$ cat src/rtl/bram_test_sequencer_if.sv
// ---------------------------------------------------------------------------
// bram_test_sequencer_if
//   Bundles the campaign control inputs, the DUT-array drive/sense signals and
//   the board-level status outputs of bram_test_sequencer.
//
//   go          campaign start request
//   abort       abandon the running campaign
//   pass        AND-reduced pass from the BRAM DUT array
//   dut_start   one-cycle start pulse per run
//   dut_enable  duty-gated enable to the DUT array
//   busy        campaign in progress
//   done        campaign complete
//   fail_sticky at least one failing run this campaign
//   pass_count  passing runs this campaign (saturating)
//   fail_count  failing runs this campaign (saturating)
//
//   master : the side that requests campaigns and returns pass (board/TB)
//   slave  : the sequencer itself
// ---------------------------------------------------------------------------
interface bram_test_sequencer_if #(
    parameter int CNT_W = 16
) ();
    logic             go;
    logic             abort;
    logic             pass;
    logic             dut_start;
    logic             dut_enable;
    logic             busy;
    logic             done;
    logic             fail_sticky;
    logic [CNT_W-1:0] pass_count;
    logic [CNT_W-1:0] fail_count;

    modport master (
        output go, abort, pass,
        input  dut_start, dut_enable, busy, done, fail_sticky, pass_count, fail_count
    );

    modport slave (
        input  go, abort, pass,
        output dut_start, dut_enable, busy, done, fail_sticky, pass_count, fail_count
    );
endinterface

$ cat src/rtl/bram_test_sequencer.sv
// ---------------------------------------------------------------------------
// bram_test_sequencer
//   Run controller for the non-cascaded BRAM DUT array. Each campaign performs
//   NUM_RUNS runs of START (1 cycle) / RUN (RUN_LEN) / SETTLE (SETTLE_LEN) /
//   CHECK (1 cycle). During RUN the array enable is gated by a
//   DUTY_ON-of-DUTY_PERIOD duty pattern for power characterisation. The
//   array's pass is sampled in CHECK and folded into saturating pass/fail
//   counters and a sticky failure flag.
//
//   clk_i   system clock
//   rst_i   synchronous, active-high reset
//   seq_if  slave modport of bram_test_sequencer_if (go/abort/pass in,
//           dut_start/dut_enable/busy/done/fail_sticky/counts out)
//
//   All outputs are registered; they are computed from the next state so that
//   they change on the same edge as the state they belong to.
//
//   state    | meaning
//   ---------+---------------------------------------------------------
//   S_IDLE   | no campaign; waiting for go
//   S_START  | dut_start pulse, duty phase reset
//   S_RUN    | RUN_LEN cycles, duty-gated dut_enable
//   S_SETTLE | SETTLE_LEN cycles, enable low, array output settling
//   S_CHECK  | sample pass, update counts, pick next run or finish
//   S_DONE   | campaign complete; counts and flag held
// ---------------------------------------------------------------------------
module bram_test_sequencer #(
    parameter int NUM_RUNS    = 16,
    parameter int RUN_LEN     = 1024,
    parameter int SETTLE_LEN  = 8,
    parameter int DUTY_PERIOD = 4,
    parameter int DUTY_ON     = 4,
    parameter int CNT_W       = 16
) (
    input  logic                  clk_i,
    input  logic                  rst_i,
    bram_test_sequencer_if.slave  seq_if
);

    localparam int PH_W      = (DUTY_PERIOD > 1) ? $clog2(DUTY_PERIOD) : 1;
    localparam int MAX_LEN   = (RUN_LEN > SETTLE_LEN) ? RUN_LEN : SETTLE_LEN;
    // Cycle timer only ever holds length-1, so MAX_LEN-1 must fit.
    localparam int CYC_W     = (MAX_LEN > 1) ? $clog2(MAX_LEN) : 1;
    localparam int RUN_W     = (NUM_RUNS > 1) ? $clog2(NUM_RUNS) : 1;
    // DUTY_ON beyond the period behaves as 100%; clamping keeps the compare
    // narrow (phase+1 bits always holds DUTY_PERIOD).
    localparam int ON_CLAMP  = (DUTY_ON > DUTY_PERIOD) ? DUTY_PERIOD : DUTY_ON;
    localparam int RUN_M1    = RUN_LEN - 1;
    localparam int SETTLE_M1 = SETTLE_LEN - 1;
    localparam int PER_M1    = DUTY_PERIOD - 1;
    localparam int LAST_M1   = NUM_RUNS - 1;

    localparam logic [CYC_W-1:0] RUN_LOAD    = RUN_M1[CYC_W-1:0];
    localparam logic [CYC_W-1:0] SETTLE_LOAD = SETTLE_M1[CYC_W-1:0];
    localparam logic [PH_W-1:0]  PH_LAST     = PER_M1[PH_W-1:0];
    localparam logic [PH_W:0]    ON_LIM      = ON_CLAMP[PH_W:0];
    localparam logic [RUN_W-1:0] LAST_RUN    = LAST_M1[RUN_W-1:0];

    typedef enum logic [2:0] {
        S_IDLE   = 3'd0,
        S_START  = 3'd1,
        S_RUN    = 3'd2,
        S_SETTLE = 3'd3,
        S_CHECK  = 3'd4,
        S_DONE   = 3'd5
    } state_t;

    state_t            state_q,    state_d;
    logic [CYC_W-1:0]  cyc_q,      cyc_d;
    logic [PH_W-1:0]   phase_q,    phase_d;
    logic [RUN_W-1:0]  run_q,      run_d;
    logic [CNT_W-1:0]  pass_cnt_q, pass_cnt_d;
    logic [CNT_W-1:0]  fail_cnt_q, fail_cnt_d;
    logic              sticky_q,   sticky_d;
    logic              start_q,    start_d;
    logic              enable_q,   enable_d;
    logic              busy_q,     busy_d;
    logic              done_q,     done_d;

    always_comb begin
        state_d    = state_q;
        cyc_d      = cyc_q;
        phase_d    = phase_q;
        run_d      = run_q;
        pass_cnt_d = pass_cnt_q;
        fail_cnt_d = fail_cnt_q;
        sticky_d   = sticky_q;

        // abort beats go in IDLE/DONE and leaves counts for post-mortem.
        if (seq_if.abort) begin
            state_d = S_IDLE;
        end else begin
            case (state_q)
                S_IDLE, S_DONE: begin
                    if (seq_if.go) begin
                        state_d    = S_START;
                        run_d      = '0;
                        pass_cnt_d = '0;
                        fail_cnt_d = '0;
                        sticky_d   = 1'b0;
                    end
                end
                S_START: begin
                    state_d = S_RUN;
                    cyc_d   = RUN_LOAD;
                    phase_d = '0;
                end
                S_RUN: begin
                    if (cyc_q == '0) begin
                        state_d = S_SETTLE;
                        cyc_d   = SETTLE_LOAD;
                    end else begin
                        cyc_d   = cyc_q - CYC_W'(1);
                        phase_d = (phase_q == PH_LAST) ? '0 : phase_q + PH_W'(1);
                    end
                end
                S_SETTLE: begin
                    if (cyc_q == '0) begin
                        state_d = S_CHECK;
                    end else begin
                        cyc_d = cyc_q - CYC_W'(1);
                    end
                end
                S_CHECK: begin
                    if (seq_if.pass) begin
                        if (pass_cnt_q != '1) begin
                            pass_cnt_d = pass_cnt_q + CNT_W'(1);
                        end
                    end else begin
                        sticky_d = 1'b1;
                        if (fail_cnt_q != '1) begin
                            fail_cnt_d = fail_cnt_q + CNT_W'(1);
                        end
                    end
                    if (run_q == LAST_RUN) begin
                        state_d = S_DONE;
                    end else begin
                        run_d   = run_q + RUN_W'(1);
                        state_d = S_START;
                    end
                end
                default: begin
                    state_d = S_IDLE;
                end
            endcase
        end

        start_d  = (state_d == S_START);
        enable_d = (state_d == S_RUN) && ({1'b0, phase_d} < ON_LIM);
        busy_d   = (state_d inside {S_START, S_RUN, S_SETTLE, S_CHECK});
        done_d   = (state_d == S_DONE);
    end

    always_ff @(posedge clk_i) begin
        if (rst_i) begin
            state_q    <= S_IDLE;
            cyc_q      <= '0;
            phase_q    <= '0;
            run_q      <= '0;
            pass_cnt_q <= '0;
            fail_cnt_q <= '0;
            sticky_q   <= 1'b0;
            start_q    <= 1'b0;
            enable_q   <= 1'b0;
            busy_q     <= 1'b0;
            done_q     <= 1'b0;
        end else begin
            state_q    <= state_d;
            cyc_q      <= cyc_d;
            phase_q    <= phase_d;
            run_q      <= run_d;
            pass_cnt_q <= pass_cnt_d;
            fail_cnt_q <= fail_cnt_d;
            sticky_q   <= sticky_d;
            start_q    <= start_d;
            enable_q   <= enable_d;
            busy_q     <= busy_d;
            done_q     <= done_d;
        end
    end

    assign seq_if.dut_start   = start_q;
    assign seq_if.dut_enable  = enable_q;
    assign seq_if.busy        = busy_q;
    assign seq_if.done        = done_q;
    assign seq_if.fail_sticky = sticky_q;
    assign seq_if.pass_count  = pass_cnt_q;
    assign seq_if.fail_count  = fail_cnt_q;

endmodule
$ cat src/flat_wrapper.sv
// flat-port wrapper written by rule: the top's interface ports become plain ports
module bram_test_sequencer_flat 
#(
    parameter int NUM_RUNS    = 16,
    parameter int RUN_LEN     = 1024,
    parameter int SETTLE_LEN  = 8,
    parameter int DUTY_PERIOD = 4,
    parameter int DUTY_ON     = 4,
    parameter int CNT_W       = 16
)
  (clk_i, rst_i, seq_if_go, seq_if_abort, seq_if_pass, seq_if_dut_start, seq_if_dut_enable, seq_if_busy, seq_if_done, seq_if_fail_sticky, seq_if_pass_count, seq_if_fail_count);
  bram_test_sequencer_if #(.CNT_W(CNT_W)) seq_if_i ();
  input  logic clk_i;
  input  logic rst_i;
  input wire logic [$bits(seq_if_i.go)-1:0] seq_if_go;
  input wire logic [$bits(seq_if_i.abort)-1:0] seq_if_abort;
  input wire logic [$bits(seq_if_i.pass)-1:0] seq_if_pass;
  output wire logic [$bits(seq_if_i.dut_start)-1:0] seq_if_dut_start;
  output wire logic [$bits(seq_if_i.dut_enable)-1:0] seq_if_dut_enable;
  output wire logic [$bits(seq_if_i.busy)-1:0] seq_if_busy;
  output wire logic [$bits(seq_if_i.done)-1:0] seq_if_done;
  output wire logic [$bits(seq_if_i.fail_sticky)-1:0] seq_if_fail_sticky;
  output wire logic [$bits(seq_if_i.pass_count)-1:0] seq_if_pass_count;
  output wire logic [$bits(seq_if_i.fail_count)-1:0] seq_if_fail_count;
  assign seq_if_i.go = seq_if_go;
  assign seq_if_i.abort = seq_if_abort;
  assign seq_if_i.pass = seq_if_pass;
  assign seq_if_dut_start = seq_if_i.dut_start;
  assign seq_if_dut_enable = seq_if_i.dut_enable;
  assign seq_if_busy = seq_if_i.busy;
  assign seq_if_done = seq_if_i.done;
  assign seq_if_fail_sticky = seq_if_i.fail_sticky;
  assign seq_if_pass_count = seq_if_i.pass_count;
  assign seq_if_fail_count = seq_if_i.fail_count;
  bram_test_sequencer #(.NUM_RUNS(NUM_RUNS), .RUN_LEN(RUN_LEN), .SETTLE_LEN(SETTLE_LEN), .DUTY_PERIOD(DUTY_PERIOD), .DUTY_ON(DUTY_ON), .CNT_W(CNT_W)) u_core (.clk_i(clk_i), .rst_i(rst_i), .seq_if(seq_if_i));
endmodule
$ cat config.mk
export PLATFORM = sky130hd
export DESIGN_NAME = bram_test_sequencer_flat
export DESIGN_NICKNAME = d
export VERILOG_FILES = /design/src/rtl/bram_test_sequencer_if.sv /design/src/rtl/bram_test_sequencer.sv /design/src/flat_wrapper.sv
export SDC_FILE = /design/constraint.sdc
export NUM_CORES = 1
export LEC_CHECK = 0
export BUFFER_PORTS_ARGS = -buffer_cell sky130_fd_sc_hd__buf_4
export CORE_MARGIN = 2
export CORE_UTILIZATION = 55
export CTS_CLUSTER_SIZE = 25
export DETAILED_ROUTE_END_ITERATION = 6
export GPL_TIMING_DRIVEN = 0
export HOLD_SLACK_MARGIN = 0.1
export PLACE_DENSITY = 0.78
export SETUP_SLACK_MARGIN = 0.5
export SYNTH_ARGS = -nofsm -noshare
export SYNTH_HDL_FRONTEND = slang
export SYNTH_SLANG_ARGS = --single-unit
$ cat constraint.sdc
create_clock -name clk_i -period 2.5 [get_ports clk_i]
set_clock_uncertainty 0.1 [all_clocks]
set_input_delay 0.125 -clock clk_i [delete_from_list [all_inputs] [get_ports clk_i]]
set_output_delay 0.125 -clock clk_i [all_outputs]
set_load 0.02 [all_outputs]
==> metrics, run 1 <==
crit path DAT 2.19 ns; worst path cell trace inv_2, ha_1, or4b_4, nor3_4, buf_6, xor2_2, a21oi_2, xnor2_1, a21oi_1; num ports 42; post-route antenna net violation count 0; asr flop ratio synth 0%; Crit path buffers/inverters 2; Synth cell types 50; Final setup viols 0; Mapped Avg Cell Area 8.16 sq um; Crit-path slowest cell or4b_4; crit-path max FO 6; leak pwr 1.39 nW; first-pass GRT wire length 10700 um; Antenna diodes 0; pin count of the biggest net entering global routing 18; Final Instance Area 0.00367 sq mm; routed len/inst 15.2 um; Synth Flop Type dfxtp_1; worst skew pair latency 0.31 ns; total die area 0.00549 sq mm; CTS clk-pin slew, worst paths 0.10 ns; Via Count 2641; Crit path max-delay family simple AND/OR/NAND/NOR gates; DRC violations left 0; GRT Util Overall 24.8%; yosys warns 0; vias per cell 5.66; FP Rows 25; CTS tree done; Yosys reg bits 54; GRT Residual Overflow 0; DR pass1 iterations 4; Num CTS Buffers 5; H-tree depth 2; Final Critical Period 2.11 ns; nets 409; critical path class reg -> reg; syn nets 341; number of synthesized flops with an enable pin 0; Req. time, crit path 2.58 ns; Hold Vio Cnt, Final 0; initial antenna violation count 0; CORE AREA 0.00472 sq mm; Setup WS post-layout 0.390 ns; HP Class in -> reg; share of layout cells above drive strength 1 33.8%; die width 74.1 um; hold_sp rst_i; vias in the first global route 2342; root buf cell clkbuf_8; maxcap violations 0; worst slack at placement 0.271 ns; port bufs 40; sequential area share after synthesis 40.0%; Startpoint Class flop; crit path from u_core.cyc_q[1]; outcome complete, no violations; Slew headroom 54.5%; global placer's final weighted congestion 0.880; 1st-iter DRT viols 168; Worst VDD drop 0.369 mV; reg-to-reg startpoint u_core.cyc_q[1]; Layout area overhead 35.9%; max incr delay on CP 0.47 ns; max frequency 474 MHz; Post-Synthesis Cells 331; RSZ-0062 raised after global routing true; Slew Limit Fails 0; Detail Placement HPWL 4380 um; clock sinks 54; Tcrit/Tclk final 84.4%; hold_ws 0.114 ns; fillers 321; placed cell area 0.00310 sq mm; Worst-Margin Slew 0.677 ns; die height 74.1 um; Power per Cell Area 463 mW/mm^2; setup_tns 0 ns; Clock Path Buffers 2; critical path endpoint category flop; Post-Route WL 7080 um; synthesized area 0.00270 sq mm; R2R Setup Slk 0.39 ns; Starting Density 57.2%
-- worst reg2reg max path, cell delays in order (launching register included) --
cell and delay, ns:
dfxtp_2 0.34, inv_2 0.05, ha_1 0.12, or4b_4 0.47, nor3_4 0.16, buf_6 0.17, xor2_2 0.08, a21oi_2 0.25
xnor2_1 0.15, a21oi_1 0.08
-- metal layers --
metal / global-route usage (%) / up-vias / wire length, um
met5: 0 / - / 0
met4: 6.67 / 0 / 74
met3: 4.20 / 9 / 248
met1: 32.2 / 1263 / 3130
met2: 42.7 / 61 / 3630
li1: - / 1308 / -
-- path summary, 6_finish.rpt --
kind,to,cells past startpoint
setup / recovery,u_core.seq_if.busy,9
setup reg to reg,u_core.seq_if.busy,9
hold reg to reg,u_core.cyc_q[7],2
hold / removal,u_core.seq_if.pass_count[0],2
-- flip-flops by register name (all words and copies together) (netlist names) --
register / flops
u_core.seq_if.fail_sticky: 1
u_core.seq_if.done: 1
u_core.seq_if.dut_start: 1
u_core.state_q: 3
u_core.seq_if.pass_count: 16
u_core.seq_if.dut_enable: 1
u_core.run_q: 4
u_core.seq_if.fail_count: 16
u_core.seq_if.busy: 1
u_core.cyc_q: 10
-- report_power, final --
group	internal, W	switching, W
clock	0.000229	0.000302
sequential	0.000874	0.0000157
combinational	0.000122	0.000159
-- cells in the mapped netlist (4+ instances only) --
cell type | number | area share (%)
a21oi_1 | 19 | 3.5
and2_1 | 4 | 0.93
and3_1 | 5 | 1.2
and4_1 | 5 | 1.6
clkbuf_1 | 9 | 1.2
dfxtp_1 | 54 | 40
ha_1 | 5 | 2.3
nand2_1 | 25 | 3.5
nand2b_1 | 4 | 0.93
nand3_1 | 16 | 3.0
nand4_1 | 14 | 3.2
nor2_1 | 55 | 7.6
nor3_1 | 16 | 3.0
nor4_1 | 7 | 1.6
o21ai_0 | 17 | 3.1
or3_1 | 5 | 1.2
xnor2_1 | 14 | 4.5
xor2_1 | 16 | 5.2
-- cells in the final DEF (no fill, tap or decap), types with 2 or more instances in the layout --
cell and instances:
nand4_1 14, nor2_1 54, and2_1 4, dfxtp_1 44, nand2_4 2, nor2_2 2
a21oi_2 5, ha_1 4, o21ai_0 10, a211oi_1 2, dfxtp_2 8, dfxtp_4 2
nand2_1 22, mux2i_1 2, nor3b_1 2, inv_2 2, nor3_2 4, nand2b_1 4
and4_1 4, clkbuf_4 2, xor2_2 2, nand3_2 2, and3_1 5, o21ai_1 7
nor3_1 12, clkbuf_2 6, or3_4 2, nor4_1 4, clkbuf_8 6, buf_6 8
or3_1 3, xor2_1 15, nand3_1 13, buf_4 56, xnor2_1 13, clkbuf_1 2
nor4_4 4, a21oi_1 15
-- cell families after synthesis --
kind of cell             after synthesis  synth area share (%)
XOR/XNOR                              31                  10.3
AND/OR/NAND/NOR                      170                  32.2
adder cells (fa/ha/maj)                5                  2.31
AO/OA/AOI/OAI                         52                  11.5
buffers and inverters                 17                  2.96
multiplexers                           2                 0.741
flip-flops                            54                  40.0
-- repair_timing --
action                     4_1_cts  5_1_grt
setup buffers                    7       12
hold endpoints to repair         1        0
gates resized for setup         36       54
hold buffers                     1        0
setup endpoints to repair       28       49
pin swaps                       16       23
gates cloned                     1        0
-- through the flow --
step / instances / utilization (%) / power [W]
after floorplan: 331 / - / 0.00106
after global placement: 438 / 65.5 / 0.00110
after detailed placement: 438 / 65.5 / 0.00111
after CTS: 455 / 72.0 / 0.00167
after global routing: 467 / 77.7 / 0.00176
final: 467 / 77.7 / 0.00170
-- cell type report --
class / instances / area, sq um / share of cell area, %
Multi-Input combinational cell: 260 / 1810 / 49.2
Sequential cell: 54 / 1100 / 29.9
Timing Repair Buffer: 61 / 473 / 12.9
Buffer: 15 / 104 / 2.83
Tap cell: 67 / 83.8 / 2.28
Clock buffer: 6 / 82.6 / 2.25
Clock inverter: 2 / 16.3 / 0.443
Inverter: 2 / 7.51 / 0.204
No activity file was read; power rests on OpenSTA's default activity.
==> run 2, diff against run 1 <==
Settings changed: CORE_UTILIZATION 55 to 51, PLACE_DENSITY 0.78 to 0.76.
Clock period 2.5 ns to 1.8 ns, I/O delays scaled along.
==> run 2 against run 1 <==
The flow now finishes with violations (negative setup slack). Largest cell class unchanged. Sequential power is 37% higher. Non-clock buffer count up 24. Total power rose by 49%. Flip-flop and latch count did not move. Die area up 7.4%. Sequential share of layout area shrank 3.5 points. Via count is 9.9% higher. First-iteration DRC count grew 12%. Fmax fell by 1.9%.
==> metrics, run 2 (synthesized netlist as in run 1, its figures left out) <==
Worst-Margin Slew 0.646 ns; commonest non-fill, non-tap cell in the layout buf_4; Worst Reg-to-Reg Cells 8; Worst VDD drop 0.651 mV; worst hold stages 3; Tot Pwr 0.00254 W; Power per Cell Area 586 mW/mm^2; Crit-path slowest cell or4b_4; Hold Vio Cnt, Final 0; Startpoint Class flop; Clock Path Buffers 2; GRT Util Overall 25.7%; crit path DAT 2.27 ns; Num CTS Buffers 5; max incr delay on CP 0.47 ns; CTS tree done; share of layout cells above drive strength 1 47.9%; Starting Density 52.9%; register area 0.00114 sq mm; Final setup viols 47; Antenna diodes 0; worst skew pair latency 0.31 ns; Slew Limit Fails 0; M1 WL 3680 um; port bufs 40; Tcrit/Tclk final 119%; CORE AREA 0.00511 sq mm; Via Count 2903; post-route antenna net violation count 0; RSZ-0062 raised after global routing true; root buf cell clkbuf_8; outcome finished with violations; FP Rows 26; die width 76.8 um; Highest Signal Layer met4; Slew headroom 56.9%; HP Class in -> reg; total die area 0.00590 sq mm; die height 76.8 um; global placer's final weighted congestion 0.844; Util after Layout 84.7%; crit-path max FO 4; num ports 42; routed len/inst 18.2 um; most frequent cells in the layout 65 x buf_4, 45 x nor2_1, 29 x dfxtp_1; worst path cell trace inv_2, ha_1, or4b_4, nor3_4, nand3_2, a221o_1, buf_4, nor4_2; initial antenna violation count 0; Final Critical Period 2.15 ns; fillers 280; DR pass1 iterations 4; met3 wire length 446 um; vias in the first global route 2580; vias per cell 5.88; Layout area overhead 60.0%; H-tree depth 2; 1st-iter DRT viols 188; GRT Residual Overflow 0; worst slack at placement -0.304 ns; area of the multi-input gates 0.00208 sq mm; nets 433; failing checks negative setup slack; max frequency 465 MHz; CTS clk-pin slew, worst paths 0.10 ns; clock sinks 54; Req. time, crit path 1.92 ns; Setup WS post-layout -0.351 ns; leak pwr 1.66 nW; critical path class reg -> reg; Post-Route WL 8970 um; pin count of the biggest net entering global routing 18; critical path endpoint category flop; met2 wire len 4590 um; Detail Placement HPWL 4580 um; first-pass GRT wire length 12300 um; DRC violations left 0; maxcap violations 0
-- run 2: timing repair --
item | in CTS | in global routing
endpoints found under the setup margin | 54 | 54
setup buffers | 29 | 13
gates cloned | 1 | 1
pin swaps | 52 | 38
hold buffers | 1 | 0
gates resized for setup | 48 | 34
endpoints found under the hold margin | 1 | 0
-- run 2: per-layer routing --
layer	track usage, %	vias up
met2	45.6	119
met4	9.82	0
met1	31.6	1403
li1	-	1353
met3	3.41	28
met5	0	-
-- run 2: area by class of cell --
class,instances,share of cell area [%]
Inverter,2,0.174
Buffer,15,3.70
Timing Repair Buffer,85,17.1
Sequential cell,54,26.4
Clock inverter,3,0.984
Tap cell,70,2.02
Multi-Input combinational cell,260,48.0
Clock buffer,5,1.59
-- run 2: critical path, delay by kind of cell (launching register included) --
| kind | cells | cell delay (ns) |
|---|---|---|
| AND/OR/NAND/NOR | 4 | 0.89 |
| AO/OA/AOI/OAI | 1 | 0.37 |
| flip-flops | 1 | 0.36 |
| buffers and inverters | 2 | 0.21 |
| adder cells (fa/ha/maj) | 1 | 0.13 |
-- run 2: per-stage QoR --
step / setup TNS [ns] / cells / hold WS, ns / cell area [sq um]
CTS: -4.57 / 480 / 0.102 / 4060
floorplan: -0.995 / 331 / 0.180 / 3110
detailed placement: -3.71 / 441 / 0.373 / 3500
global route: -9.93 / 494 / 0.158 / 4330
finish: -5.88 / 494 / 0.139 / 4330
global placement: -3.56 / 441 / 0.364 / 3500
-- run 2: worst paths after layout --
kind / to / slack, ns / from
max: u_core.seq_if.done / -0.35 / u_core.cyc_q[0]
min: u_core.cyc_q[0] / 0.14 / seq_if_abort
max reg2reg: u_core.seq_if.done / -0.35 / u_core.cyc_q[0]
min reg2reg: u_core.cyc_q[9] / 0.41 / u_core.cyc_q[9]
-- run 2: report_power, final --
| group | switching (W) | internal, W | total, W |
|---|---|---|---|
| clock | 0.000412 | 0.000415 | 0.000827 |
| sequential | 0.0000231 | 0.00120 | 0.00122 |
| combinational | 0.000258 | 0.000228 | 0.000487 |
==> run 3, diff against run 2 <==
Settings changed: TNS_END_PERCENT set to 10.
==> run 3 against run 2 <==
The flow still finishes with violations (negative setup slack). Combinational power is 23% lower. Wire length is 24% lower. Fmax is 1.9% higher. Flip-flop and latch count stayed put. Critical path type unchanged. Largest cell class unchanged. Largest power group unchanged.
==> metrics, run 3 (synthesized netlist as in run 1, its figures left out) <==
outcome finished with violations; failing checks negative setup slack; Final setup viols 27; total die area 0.00590 sq mm; vias in the first global route 2357; root buf cell clkbuf_8; Util after Layout 73.2%; Clock Path Buffers 2; Worst Reg-to-Reg Cells 8; Slew headroom 54.8%; critical path class reg -> reg; routed len/inst 14.7 um; Detail Placement HPWL 4400 um; leak pwr 1.40 nW; clock sinks 54; R2R Setup Slk -0.31 ns; Power per Cell Area 631 mW/mm^2; H-tree depth 2; Crit-path slowest cell or4b_4; nets 403; Tcrit/Tclk final 117%; FP Rows 26; CORE AREA 0.00511 sq mm; Worst Setup EP u_core.seq_if.busy; Num CTS Buffers 5; CTS clk-pin slew, worst paths 0.10 ns; Crit path buffers/inverters 1; Slew Limit Fails 0; share of layout cells above drive strength 1 37.8%; DRC violations left 0; worst skew pair latency 0.31 ns; RSZ-0062 raised after global routing true; die width 76.8 um; Tot Pwr 0.00236 W; most frequent cells in the layout 53 x buf_4, 53 x nor2_1, 32 x dfxtp_1; Via Count 2585; Startpoint Class flop; Starting Density 52.9%; initial antenna violation count 0; 1st-iter DRT viols 136; Req. time, crit path 1.87 ns; crit path DAT 2.18 ns; die height 76.8 um; GRT Util Overall 22.3%; post-route antenna net violation count 0; Crit path depth 8; crit-path max FO 4; port bufs 40; Layout area overhead 38.3%; max frequency 474 MHz; num ports 42; pin count of the biggest net entering global routing 17; global placer's final weighted congestion 0.873; vias per cell 5.57; placed cell area 0.00321 sq mm; worst path cell trace inv_2, ha_4, or4b_4, nor3_4, nand3_1, a221o_1, xnor2_1, a21oi_1; HP Class in -> reg; reg-to-reg startpoint u_core.cyc_q[0]; first-pass GRT wire length 10800 um; Final Instance Area 0.00374 sq mm; Final Critical Period 2.11 ns; DR pass1 iterations 4; Antenna diodes 0; Hold Vio Cnt, Final 0; critical path endpoint category flop; Post-Route WL 6810 um; Worst-Margin Slew 0.672 ns; Crit path max-delay family simple AND/OR/NAND/NOR gates; crit path from u_core.cyc_q[0]; max incr delay on CP 0.46 ns; setup_tns -3.92 ns; Setup WS post-layout -0.311 ns; maxcap violations 0; GRT Residual Overflow 0; RR Endpoint u_core.seq_if.busy; CTS tree done; Worst VDD drop 0.481 mV
==> run 3: cell count changes in the layout (fill, tap and decap cells not counted), moves of 5 or more <==
cell	change
nor3_4	-7
dfxtp_4	-8
dfxtp_2	+5
buf_6	-10
buf_4	-12
nor2_1	+8
==> run 3: how the worst min path moves through the flow <==
stage / startpoint / end / depth (start not counted) / slack (ns)
after floorplan: seq_if_pass / u_core.seq_if.fail_sticky / 3 / 0.18
after global placement: seq_if_pass / u_core.seq_if.fail_sticky / 4 / 0.33
after detailed placement: seq_if_pass / u_core.seq_if.fail_sticky / 4 / 0.33
after CTS: seq_if_abort / u_core.state_q[1] / 4 / 0.08
after global routing: seq_if_abort / u_core.state_q[1] / 4 / 0.10
final: rst_i / u_core.state_q[0] / 2 / 0.09
==> run 3: worst reg2reg max path: cells and delay by family, from the launching register on <==
| family | cells | cell delay, ns |
|---|---|---|
| flops | 1 | 0.34 |
| simple gates | 3 | 0.74 |
| compound gates | 2 | 0.45 |
| buf+inv | 1 | 0.07 |
| fa+ha+maj | 1 | 0.12 |
| xor+xnor | 1 | 0.16 |
==> run 3: where the power goes <==
part,internal [W],leakage (nW),switching (W)
registers,0.00121,0.449,0.0000215
logic,0.000163,0.899,0.000211
clock network,0.000353,0.0544,0.000399
==> run 3: layout make-up <==
cell class	instances	area, sq um
buffer	15	141
clock buffer	7	96.3
clock inverter	1	8.76
fill	381	1370
inverter	2	7.51
multi-input combinational	260	1850
sequential	54	1120
tap	70	87.6
timing repair buffer	55	423
==> run 3: repair_timing <==
| item | in CTS | in global routing |
|---|---|---|
| hold buffers | 1 | 0 |
| endpoints found under the setup margin | 54 | 54 |
| setup buffers | 7 | 7 |
| pin swaps | 22 | 21 |
| resized for setup | 51 | 35 |
| hold endpoints to repair | 7 | 0 |
==> run 3: per-stage QoR <==
step	hold WS [ns]	worst slack, ns	instances
6_report	0.0863	-0.311	464
5_1_grt	0.105	-0.418	464
4_1_cts	0.0810	-0.291	457
3_5_place_dp	0.329	-0.336	441
3_3_place_gp	0.333	-0.302	441
2_1_floorplan	0.180	-0.187	331
==> run 3: routing by layer <==
metal	GRT usage [%]	share of wire, %
met1	27.9	45
met2	39.1	50
met3	4.00	4.5
met4	6.18	0.92
met5	0	0
